**src/rtl/carbon_csr_pkg.sv**
```systemverilog
// carbon_csr_pkg
// Shared definitions for the carbon CSR bank: register word indices, the
// access-class enumeration produced by the decoder, the registered response
// bundle and a byte-strobe expansion helper.
// Build option: CARBON_CSR_BANK_CYCLE_CNT_EN (consumed by the bank and decoder).
package carbon_csr_pkg;

  localparam int CSR_DATA_W = 32;
  localparam int CSR_STRB_W = CSR_DATA_W / 8;
  localparam int CSR_IDX_W  = 4;

  localparam logic [CSR_IDX_W-1:0] CSR_IDX_ID       = 4'd0;
  localparam logic [CSR_IDX_W-1:0] CSR_IDX_EVENT    = 4'd1;
  localparam logic [CSR_IDX_W-1:0] CSR_IDX_CYC_LO   = 4'd2;
  localparam logic [CSR_IDX_W-1:0] CSR_IDX_CYC_HI   = 4'd3;
  localparam logic [CSR_IDX_W-1:0] CSR_IDX_SCRATCH0 = 4'd4;

  typedef enum logic [1:0] {
    CSR_RO   = 2'd0,
    CSR_RW   = 2'd1,
    CSR_W1C  = 2'd2,
    CSR_NONE = 2'd3
  } csr_access_e;

  typedef struct packed {
    logic [CSR_DATA_W-1:0] rdata;
    logic                  fault;
    logic                  side_effect;
  } csr_rsp_t;

  // Expand a byte strobe into a per-bit write mask.
  function automatic logic [CSR_DATA_W-1:0] strb_to_mask(input logic [CSR_STRB_W-1:0] strb);
    logic [CSR_DATA_W-1:0] mask;
    mask = '0;
    for (int b = 0; b < CSR_STRB_W; b++) begin
      mask[b*8 +: 8] = {8{strb[b]}};
    end
    return mask;
  endfunction

endpackage

```
**src/rtl/carbon_csr_bank_decode.sv**
```systemverilog
// carbon_csr_bank_decode
// Purely combinational address decoder for the carbon CSR bank.
// Ports:
//   addr   in  ADDR_W  request byte address
//   write  in  1       request is a write
//   priv   in  PRIV_W  requester privilege
//   idx    out         word index relative to BASE_ADDR (valid when access != CSR_NONE)
//   access out         access class of the addressed register
//   fault  out         misaligned / below base / unmapped / privilege / write-to-RO
// Build option: CARBON_CSR_BANK_CYCLE_CNT_EN -- when undefined the cycle counter
// words decode as unmapped.
module carbon_csr_bank_decode
  import carbon_csr_pkg::*;
#(
  parameter int                ADDR_W      = 32,
  parameter int                PRIV_W      = 2,
  parameter logic [ADDR_W-1:0] BASE_ADDR   = 32'h0000_0100,
  parameter int                NUM_SCRATCH = 4,
  parameter logic [PRIV_W-1:0] MIN_PRIV    = 2'd1
) (
  input  logic [ADDR_W-1:0] addr,
  input  logic              write,
  input  logic [PRIV_W-1:0] priv,
  output logic [CSR_IDX_W-1:0] idx,
  output csr_access_e       access,
  output logic              fault
);

  logic [ADDR_W-1:0] offset_s;
  logic [ADDR_W-1:0] word_s;
  logic              misalign_s;
  logic              below_s;
  logic              in_range_s;

  // Word index and coarse range qualification of the address.
  always_comb begin
    offset_s   = addr - BASE_ADDR;
    word_s     = offset_s >> 2;
    misalign_s = (addr[1:0] != 2'b00);
    below_s    = (addr < BASE_ADDR);
    // Compare on the full word so large offsets cannot alias into the map.
    in_range_s = (word_s < ADDR_W'(int'(CSR_IDX_SCRATCH0) + NUM_SCRATCH));
    idx        = word_s[CSR_IDX_W-1:0];
  end

  // Access class per register and the resulting fault decision.
  always_comb begin
    access = CSR_NONE;
    if (misalign_s || below_s || !in_range_s) begin
      access = CSR_NONE;
    end else begin
      case (idx)
        CSR_IDX_ID:    access = CSR_RO;
        CSR_IDX_EVENT: access = CSR_W1C;
        CSR_IDX_CYC_LO,
        CSR_IDX_CYC_HI: begin
`ifdef CARBON_CSR_BANK_CYCLE_CNT_EN
          access = CSR_RO;
`else
          access = CSR_NONE;
`endif
        end
        default:       access = CSR_RW;
      endcase
    end
    fault = (access == CSR_NONE) || (priv < MIN_PRIV) || (write && (access == CSR_RO));
  end

endmodule

```
**src/rtl/carbon_csr_bank.sv**
```systemverilog
// carbon_csr_bank
// Word-addressed CSR slave terminating one csr_if channel. Holds the ID,
// W1C event, 64-bit cycle counter (optional) and scratch registers, and
// returns one registered response per accepted request.
// Ports:
//   clk, rst_n                 clock, asynchronous active-low reset
//   req_valid/req_ready        request handshake (req_ready = !rsp_valid || rsp_ready)
//   req_write, req_addr, req_wdata, req_wstrb, req_priv   request payload
//   rsp_valid/rsp_ready        response handshake
//   rsp_rdata, rsp_fault, rsp_side_effect                 registered response payload
//   event_i                    one-cycle event pulses, one bit per source
//   irq_o                      registered OR of the event register
// Build option: CARBON_CSR_BANK_CYCLE_CNT_EN -- when defined, the cycle
// counter and its high-word shadow are built and words 2/3 are readable;
// otherwise those words fault as unmapped.
module carbon_csr_bank
  import carbon_csr_pkg::*;
#(
  parameter int                ADDR_W      = 32,
  parameter int                DATA_W      = 32,
  parameter int                PRIV_W      = 2,
  parameter logic [ADDR_W-1:0] BASE_ADDR   = 32'h0000_0100,
  parameter int                NUM_SCRATCH = 4,
  parameter logic [PRIV_W-1:0] MIN_PRIV    = 2'd1,
  parameter logic [31:0]       ID_VALUE    = 32'hCA2B_0001
) (
  input  logic                clk,
  input  logic                rst_n,
  input  logic                req_valid,
  output logic                req_ready,
  input  logic                req_write,
  input  logic [ADDR_W-1:0]   req_addr,
  input  logic [DATA_W-1:0]   req_wdata,
  input  logic [DATA_W/8-1:0] req_wstrb,
  input  logic [PRIV_W-1:0]   req_priv,
  output logic                rsp_valid,
  input  logic                rsp_ready,
  output logic [DATA_W-1:0]   rsp_rdata,
  output logic                rsp_fault,
  output logic                rsp_side_effect,
  input  logic [DATA_W-1:0]   event_i,
  output logic                irq_o
);

  // Parameter legality is checked at elaboration.
  if (DATA_W != 32) begin : g_bad_data_w
    $error("carbon_csr_bank: DATA_W must be 32");
  end
  if (BASE_ADDR[1:0] != 2'b00) begin : g_bad_base
    $error("carbon_csr_bank: BASE_ADDR must be 4-byte aligned");
  end
  if ((NUM_SCRATCH < 1) || (NUM_SCRATCH > 8)) begin : g_bad_scratch
    $error("carbon_csr_bank: NUM_SCRATCH must be 1..8");
  end

  logic [CSR_IDX_W-1:0] idx_s;
  csr_access_e          access_s;
  logic                 dec_fault_s;
  logic                 accept_s;
  logic                 commit_s;
  logic [DATA_W-1:0]    byte_mask_s;
  logic [DATA_W-1:0]    wr_clear_s;
  logic [DATA_W-1:0]    clear_mask_s;
  logic [DATA_W-1:0]    event_next_s;
  logic [DATA_W-1:0]    scratch_rd_s;
  logic [DATA_W-1:0]    rdata_s;
  logic [31:0]          cyc_lo_s;
  logic [31:0]          cyc_hi_s;
  csr_rsp_t             rsp_next_s;

  logic [DATA_W-1:0]    event_r;
  logic [DATA_W-1:0]    scratch_r [NUM_SCRATCH];
  logic                 irq_r;
  logic                 rsp_valid_r;
  csr_rsp_t             rsp_r;

  carbon_csr_bank_decode #(
    .ADDR_W      (ADDR_W),
    .PRIV_W      (PRIV_W),
    .BASE_ADDR   (BASE_ADDR),
    .NUM_SCRATCH (NUM_SCRATCH),
    .MIN_PRIV    (MIN_PRIV)
  ) u_decode (
    .addr   (req_addr),
    .write  (req_write),
    .priv   (req_priv),
    .idx    (idx_s),
    .access (access_s),
    .fault  (dec_fault_s)
  );

  assign req_ready = !rsp_valid_r || rsp_ready;
  assign accept_s  = req_valid && req_ready;
  // A faulted access must leave all state untouched.
  assign commit_s  = accept_s && !dec_fault_s;

  // Write masks derived from the byte strobes.
  always_comb begin
    byte_mask_s  = strb_to_mask(req_wstrb);
    wr_clear_s   = req_wdata & byte_mask_s;
    clear_mask_s = '0;
    if (commit_s && req_write && (access_s == CSR_W1C)) begin
      clear_mask_s = wr_clear_s;
    end else begin
      clear_mask_s = '0;
    end
    // Set is OR-ed in after the clear, so a same-cycle pulse wins.
    event_next_s = (event_r & ~clear_mask_s) | event_i;
  end

`ifdef CARBON_CSR_BANK_CYCLE_CNT_EN
  logic [63:0] cycle_r;
  logic [31:0] shadow_r;

  // Free-running cycle counter; a CYCLE_LO read captures the high half so a
  // following CYCLE_HI read is coherent with the low half already returned.
  always_ff @(posedge clk or negedge rst_n) begin
    if (!rst_n) begin
      cycle_r  <= 64'd0;
      shadow_r <= 32'd0;
    end else begin
      cycle_r <= cycle_r + 64'd1;
      if (commit_s && !req_write && (idx_s == CSR_IDX_CYC_LO)) begin
        shadow_r <= cycle_r[63:32];
      end
    end
  end

  assign cyc_lo_s = cycle_r[31:0];
  assign cyc_hi_s = shadow_r;
`else
  assign cyc_lo_s = 32'd0;
  assign cyc_hi_s = 32'd0;
`endif

  // Scratch read selection (one-hot OR across the array).
  always_comb begin
    scratch_rd_s = '0;
    for (int i = 0; i < NUM_SCRATCH; i++) begin
      scratch_rd_s = scratch_rd_s |
                     ((idx_s == CSR_IDX_W'(int'(CSR_IDX_SCRATCH0) + i)) ? scratch_r[i] : '0);
    end
  end

  // Read data mux and next response contents.
  always_comb begin
    rdata_s = '0;
    case (idx_s)
      CSR_IDX_ID:     rdata_s = ID_VALUE;
      CSR_IDX_EVENT:  rdata_s = event_r;
      CSR_IDX_CYC_LO: rdata_s = cyc_lo_s;
      CSR_IDX_CYC_HI: rdata_s = cyc_hi_s;
      default:        rdata_s = scratch_rd_s;
    endcase

    rsp_next_s = '0;
    if (dec_fault_s) begin
      rsp_next_s.fault = 1'b1;
    end else if (req_write) begin
      rsp_next_s.side_effect = (access_s == CSR_W1C) && (|wr_clear_s);
    end else begin
      rsp_next_s.rdata       = rdata_s;
      rsp_next_s.side_effect = (idx_s == CSR_IDX_CYC_LO);
    end
  end

  // Event register and its interrupt, which trails the register by one cycle.
  always_ff @(posedge clk or negedge rst_n) begin
    if (!rst_n) begin
      event_r <= '0;
      irq_r   <= 1'b0;
    end else begin
      event_r <= event_next_s;
      irq_r   <= |event_r;
    end
  end

  // Byte-strobed scratch writes commit on the acceptance edge.
  always_ff @(posedge clk or negedge rst_n) begin
    if (!rst_n) begin
      for (int i = 0; i < NUM_SCRATCH; i++) begin
        scratch_r[i] <= '0;
      end
    end else begin
      for (int i = 0; i < NUM_SCRATCH; i++) begin
        if (commit_s && req_write && (idx_s == CSR_IDX_W'(int'(CSR_IDX_SCRATCH0) + i))) begin
          for (int b = 0; b < DATA_W/8; b++) begin
            if (req_wstrb[b]) begin
              scratch_r[i][b*8 +: 8] <= req_wdata[b*8 +: 8];
            end
          end
        end
      end
    end
  end

  // Response register: loads on accept, holds while stalled, drops on drain.
  always_ff @(posedge clk or negedge rst_n) begin
    if (!rst_n) begin
      rsp_valid_r <= 1'b0;
      rsp_r       <= '0;
    end else if (accept_s) begin
      rsp_valid_r <= 1'b1;
      rsp_r       <= rsp_next_s;
    end else if (rsp_ready) begin
      rsp_valid_r <= 1'b0;
    end
  end

  assign rsp_valid       = rsp_valid_r;
  assign rsp_rdata       = rsp_r.rdata;
  assign rsp_fault       = rsp_r.fault;
  assign rsp_side_effect = rsp_r.side_effect;
  assign irq_o           = irq_r;

endmodule

```
**config.mk**
```make
export PLATFORM = sky130hd
export DESIGN_NAME = carbon_csr_bank
export DESIGN_NICKNAME = d
export VERILOG_FILES = /design/src/rtl/carbon_csr_pkg.sv /design/src/rtl/carbon_csr_bank_decode.sv /design/src/rtl/carbon_csr_bank.sv
export SDC_FILE = /design/constraint.sdc
export NUM_CORES = 1
export LEC_CHECK = 0
export ABC_AREA = 1
export BUFFER_PORTS_ARGS = -buffer_cell sky130_fd_sc_hd__buf_2
export CAP_MARGIN = 25
export CORE_MARGIN = 4
export CORE_UTILIZATION = 25
export CTS_BUF_LIST = sky130_fd_sc_hd__clkbuf_2 sky130_fd_sc_hd__clkbuf_4 sky130_fd_sc_hd__clkbuf_8
export CTS_CLUSTER_DIAMETER = 80
export DETAILED_ROUTE_END_ITERATION = 12
export PLACE_DENSITY_LB_ADDON = 0.1
export SETUP_SLACK_MARGIN = 0.5
export SLEW_MARGIN = 20
export SYNTH_ARGS = -nofsm -noshare
export SYNTH_HDL_FRONTEND = slang
export SYNTH_SLANG_ARGS = --single-unit
```
**constraint.sdc**
```tcl
create_clock -name clk -period 2.1 [get_ports clk]
set_input_delay 0 -clock clk [delete_from_list [all_inputs] [get_ports clk]]
set_output_delay 0 -clock clk [all_outputs]
set_load 0.02 [all_outputs]
```
After elaboration in Yosys (flattened, before gate mapping)
Index checks and enable logic that the tools add are counted.
- reductions and logical operators: 41
- bitwise logic cells: 7
- $lt $le $gt $ge: 3
- eq/ne operators: 9
- multiplexer cells: 15
- $add $sub $neg: 1
- operator list (operator ; number):
    $mux W32 ; 7
    $or A32 B32 Y32 ; 4
    $pmux W32 S3 ; 1
    $and A32 B32 Y32 ; 2
    $reduce_or A32 Y1 ; 2
    $lt A32 B9 Y1 const B ; 1
    $not A32 Y32 ; 1
    $reduce_and A2 Y1 ; 16
    $sub A32 B9 Y32 const B ; 1
    $lt A30 B4 Y1 const B ; 1
    $eq A4 B3 Y1 const B ; 4
    $logic_and A1 B1 Y1 ; 10
    $eq A4 B2 Y1 const B ; 2
    $pmux W2 S3 ; 1
    $logic_or A1 B1 Y1 ; 5
    $mux W1 ; 5
    $eq A2 B2 Y1 const B ; 2
    $eq A4 B1 Y1 const B ; 1
    $logic_not A4 Y1 ; 1
    $reduce_bool A2 Y1 ; 2
    $logic_not A1 Y1 ; 3
    $logic_not A2 Y1 ; 1
    $lt A2 B1 Y1 const B ; 1
    $mux W2 ; 1
    $reduce_or A2 Y1 ; 1
- output and inout port bits: 37
- word-level logic and storage cells: 98
- bits in registers: 196
- input bits: 107

Longest topological paths before layout
- depth after elaboration: 16
- gate-level depth with buffers: 14
- depth with buffers taken out: 13

By module
Synthesis repeated with hierarchy kept, for this count alone.
- cell total of the unflattened synthesis: 1477
- area total of the unflattened synthesis: 10224.8 µm²
- modules (own cells, without submodules) (module ; sequential area each (µm²) ; area each (µm²) ; cells an instance ; instances):
    carbon_csr_bank ; 4904.7 ; 9633.0 ; 1348 ; 1
    carbon_csr_bank_decode ; 0.0 ; 591.8 ; 129 ; 1

Worst setup path before layout
OpenSTA, ideal clock, no wires.
- kind: flip-flop to flip-flop
- start: reg rsp_valid_r (netlist: rsp_valid)
- end: reg scratch_r[104] (netlist bit)
- path slack: -54 ps
- path buffers: 1
- period minus slack after synthesis: 2154 ps
- data required time: 1982 ps
- library setup time: 118 ps
- arrival time: 2036 ps
- cell stages (with the launch flop): 14
- cell sequence: dfrtp_1 nand2_1 nand2_1 nor2_1 nand2_1 nor2_1 nand2_1 nor2_1 nand3_1 nor2_4 buf_12 nand4_4 nand2_1 nand2_1
- longest elaborated chain between the ends: 7
- RTL lines (item ; line ; source):
    from (decl) ; carbon_csr_bank.sv:74 ; logic rsp_valid_r;
    from (signal assigned) ; carbon_csr_bank.sv:200 ; rsp_valid_r <= 1'b0;
    from (signal assigned) ; carbon_csr_bank.sv:203 ; rsp_valid_r <= 1'b1;
    from (signal assigned) ; carbon_csr_bank.sv:206 ; rsp_valid_r <= 1'b0;
    $logic_not A1 Y1 ; carbon_csr_bank.sv:92 ; assign req_ready = !rsp_valid_r || rsp_ready;
    $logic_or A1 B1 Y1 ; carbon_csr_bank.sv:92 ;
    via req_ready ; carbon_csr_bank.sv:30 ; output logic req_ready,
    $logic_and A1 B1 Y1 ; carbon_csr_bank.sv:93 ; assign accept_s = req_valid && req_ready;
    $logic_and A1 B1 Y1 ; carbon_csr_bank.sv:95 ; assign commit_s = accept_s && !dec_fault_s;
    $logic_and A1 B1 Y1 (2 in series) ; carbon_csr_bank.sv:186 ; if (commit_s && req_write && (idx_s == CSR_IDX_W'(int'(CSR_IDX_SCRATCH0) + i))) begin
    $reduce_and A2 Y1 (no line) ; -- ;
    to (signal, indexed assignment) ; carbon_csr_bank.sv:189 ; scratch_r[i][b*8 +: 8] <= req_wdata[b*8 +: 8];
    to (decl) ; carbon_csr_bank.sv:72 ; logic [DATA_W-1:0] scratch_r [NUM_SCRATCH];
The timed path passes the listed nets, and every way through them passes these cells.
A chain may end at the register's enable or synchronous reset.

Worst setup path after layout
- start: reg rsp_valid_r (netlist: rsp_valid)
- end: reg scratch_r[1] (netlist bit)
- longest elaborated chain between the ends: 7
- RTL lines (item ; line):
    $logic_not A1 Y1 ; carbon_csr_bank.sv:92
    $logic_or A1 B1 Y1 ; carbon_csr_bank.sv:92
    $logic_and A1 B1 Y1 ; carbon_csr_bank.sv:93
    $logic_and A1 B1 Y1 ; carbon_csr_bank.sv:95
    $logic_and A1 B1 Y1 (2 in series) ; carbon_csr_bank.sv:186
    $reduce_and A2 Y1 (no line) ; --
Every way passes these cells.

==> impl_metrics.py <==
metrics = {
    "logic_synthesis": {
        "syn_avg_cell_area_sq_um": 7.73,
        "synthDistinctLibCells": 31,
        "ys_ff_latch": 196,
        "synth.top_cell.area_share_pct": 48.0,
        "ys.warnings.count": 0,
        "synth_ff_type": "dfrtp_1",
        "yosysMostFrequentCell": "nand2_1",
        "synth.area.top_cells": "dfrtp_1 (48%), nand2_1 (22%), nand4_1 (11%), inv_1 (3.0%), nand4_4 (2.3%)",
        "synth_top_cells_by_count": "nand2_1 (608), dfrtp_1 (196), nand4_1 (185), inv_1 (83), clkbuf_1 (51)",
        "synthArstFlopShare_pct": 100,
        "synth_top_area_cell": "dfrtp_1",
        "syn_nets": 1430,
        "ys_seq_area_share_pct": 48.0,
        "synth-edff-count": 0,
        "netlist_area_sq_um": 10200,
        "synth_cells": 1323,
    },
    "sta": {
        "final.period_utilization_pct": 97.8,
        "fin_skew_ns": 0.0170,
        "rsz0062_at_grt": "yes",
        "tns_ns": 0,
        "worst_pin_slew_ns": 0.954,
        "final_max_slew_viol_count": 0,
        "final_hold_viol_count": 0,
        "slew_headroom_pct": 36.4,
        "timing.final.crit_period_ns": 2.05,
        "setup_viol": 0,
        "clock.fmax_ghz": 0.487,
    },
    "placement": {
        "dp_hpwl_mm": 25.9,
        "portBuffers": 143,
        "dp.cells": 1968,
        "place_congestion": 0.799,
    },
    "worst_hold_path": {
        "hold_path.class": "primary input to flip-flop",
        "worstHoldStart": "req_wstrb[0]",
    },
    "clock_network": {
        "clk_path_buf_depth": 2,
        "clockRootBuffer": "clkbuf_8",
        "clk_latency_ns": 0.48,
        "cts.clk_slew.worst_paths_ns": 0.11,
        "cts-buffers-inserted": 17,
        "clock-sinks": 196,
        "h-tree-depth": 4,
        "cts_tree": "yes",
    },
    "run": {
        "cap_viol_max_count": 0,
    },
    "cells_and_area": {
        "finalNonFillerCells": 2096,
        "areaGrowthSynthToFinish_pct": 33.8,
        "layout.nets": 1666,
        "utilization_pct": 34.1,
        "antenna_cells": 0,
        "drive_gt1_share_pct": 24.6,
    },
    "routing": {
        "num_vias": 9963,
        "drt-total-wl_mm": 37.7,
        "post_drt_wl_per_cell_microns": 18.0,
        "first_iter_violations": 683,
        "drc": 0,
        "viasPerCell": 4.75,
        "ant_nets": 0,
        "firstDrtPassIters": 6,
    },
    "floorplan": {
        "die_x_microns": 210,
        "die_y_microns": 210,
        "io_pins": 144,
        "rows": 73,
        "start_util_pct": 25.5,
        "core-area_sq_um": 40100,
        "dieArea_sq_um": 44200,
    },
    "global_routing": {
        "top_usage_layer": "met1",
        "grt_usage_pct": 16.9,
        "grt_max_degree": 68,
        "grtUsageMet1_pct": 26.6,
        "met2_usage_pct": 24.8,
        "grt_pass1_vias": 9819,
        "grt_pass1_wl_mm": 59.6,
        "grtUsageMet3_pct": 2.31,
        "grt.overflow.total": 0,
        "antenna_found_initial": 0,
    },
    "critical_path": {
        "timing.critical_path.from": "rsp_valid$_DFFE_PN0P_",
        "crit_arrival_ns": 2.42,
        "crit_required_ns": 2.47,
        "path_class": "flip-flop to flip-flop",
        "critPathCaptureType": "flip-flop",
        "crit_path_max_fanout": 9,
        "timing.rr.start": "rsp_valid$_DFFE_PN0P_",
        "cp-start-kind": "flip-flop",
    },
    "pwr": {
        "clkPwrFrac_pct": 37.4,
        "intPower_mw": 5.30,
        "seqPwrFrac_pct": 52.0,
        "combPwrFrac_pct": 10.6,
        "p_leak_nw": 7.09,
        "switching_share_pct": 27.1,
        "ir_drop_v": 0.000437,
        "power_density_nw_per_um2": 531,
        "p_switching_mw": 1.97,
    },
    "outcome": {
        "status": "finished, final reports clean",
    },
}
routing by layer:
metal	share of wire [%]	up-vias
li1	-	4880
met5	0	-
met3	3.8	22
met2	43	231
met1	52	4830
met4	0.97	0
worst max-delay path: stages (launching register included):
cell and delay (ns):
dfrtp_2 0.44, nand2_4 0.07, nand2_4 0.05, nor2_2 0.06
nand2_1 0.06, nor2_1 0.08, nand2_1 0.07, nor2_2 0.09
nand3_2 0.11, nor2_4 0.19, buf_12 0.17, buf_12 0.14
nand4_4 0.19, nand2_1 0.14, nand2_1 0.06
cells by family (layout without fill, tap and decap cells):
kind of cell              count (synthesis)  count (layout)  share of synthesized area [%]
DFF                                     196             196                           48.0
AOI/OAI and AO/OA                        63              63                           4.28
and+or+nand+nor                         888             888                           39.9
buffers and inverters                   175             423                           7.72
xor gates and xnor gates                  1               1                         0.0857
power by group through the flow:
stage	Sequential (mW)	Combinational (mW)	Clock (mW)
after floorplan	3.85	0.256	0
after global routing	3.78	0.851	2.95
after CTS	3.78	0.777	2.82
after global placement	3.85	0.669	0
final	3.78	0.771	2.71
after detailed placement	3.85	0.665	0
through the flow:
step | hold WS [ns] | cell area (sq um) | power, mW | worst slack, ns
after floorplan | -0.296 | 10300 | 4.11 | 0.187
after global placement | -0.0623 | 12000 | 4.52 | -0.0564
after detailed placement | -0.0645 | 12000 | 4.52 | -0.0479
after CTS | -0.0153 | 13400 | 7.37 | 0.0486
after global routing | 0.0145 | 13700 | 7.57 | -0.125
final | 0.0296 | 13700 | 7.26 | 0.0461
what timing repair did:
action,CTS,global route
hold buffers,71,0
gates cloned,1,1
buffers inserted,12,12
hold endpoints to repair,358,0
setup endpoints to repair,194,195
gates resized for setup,52,54
pin swaps,23,23
cell type report:
type	instances	area, sq um
Timing Repair Buffer	307	2540
Sequential cell	196	4910
Clock buffer	20	269
Multi-Input combinational cell	952	4830
Fill cell	4262	26400
Inverter	85	319
Clock inverter	11	150
Tap cell	525	657
registers in the layout, summed over array words and instances, names as in the netlist:
register,flops
rsp_side_effect,1
rsp_fault,1
rsp_rdata,32
event_r,32
rsp_valid,1
scratch_r,128
irq_o,1
cell usage in the layout, fill, tap and decap left out, types with 11 or more instances in the layout:
cell type	n
dfrtp_1	195
clkbuf_8	20
nand4_1	185
inv_1	79
nand2_2	75
buf_4	52
a21oi_1	19
a221oi_1	14
nor2_1	36
buf_12	25
nand4_4	11
nand3_2	14
buf_6	14
nand2_1	531
dlygate4sd3_1	70
buf_2	142
worst paths after layout:
kind                                               to  slack [ns]  cells after the start
min                        scratch_r[103]$_DFFE_PN0P_        0.03                      3
max in group asynchronous    scratch_r[0]$_DFFE_PN0P_        1.57                      3
min reg2reg                 rsp_rdata[13]$_DFFE_PN0P_        0.48                      2
max                          scratch_r[1]$_DFFE_PN0P_        0.05                     14
max reg2reg                  scratch_r[1]$_DFFE_PN0P_        0.05                     14
min in group asynchronous   scratch_r[44]$_DFFE_PN0P_        0.10                      3
Power figures use the tool's default switching activity.
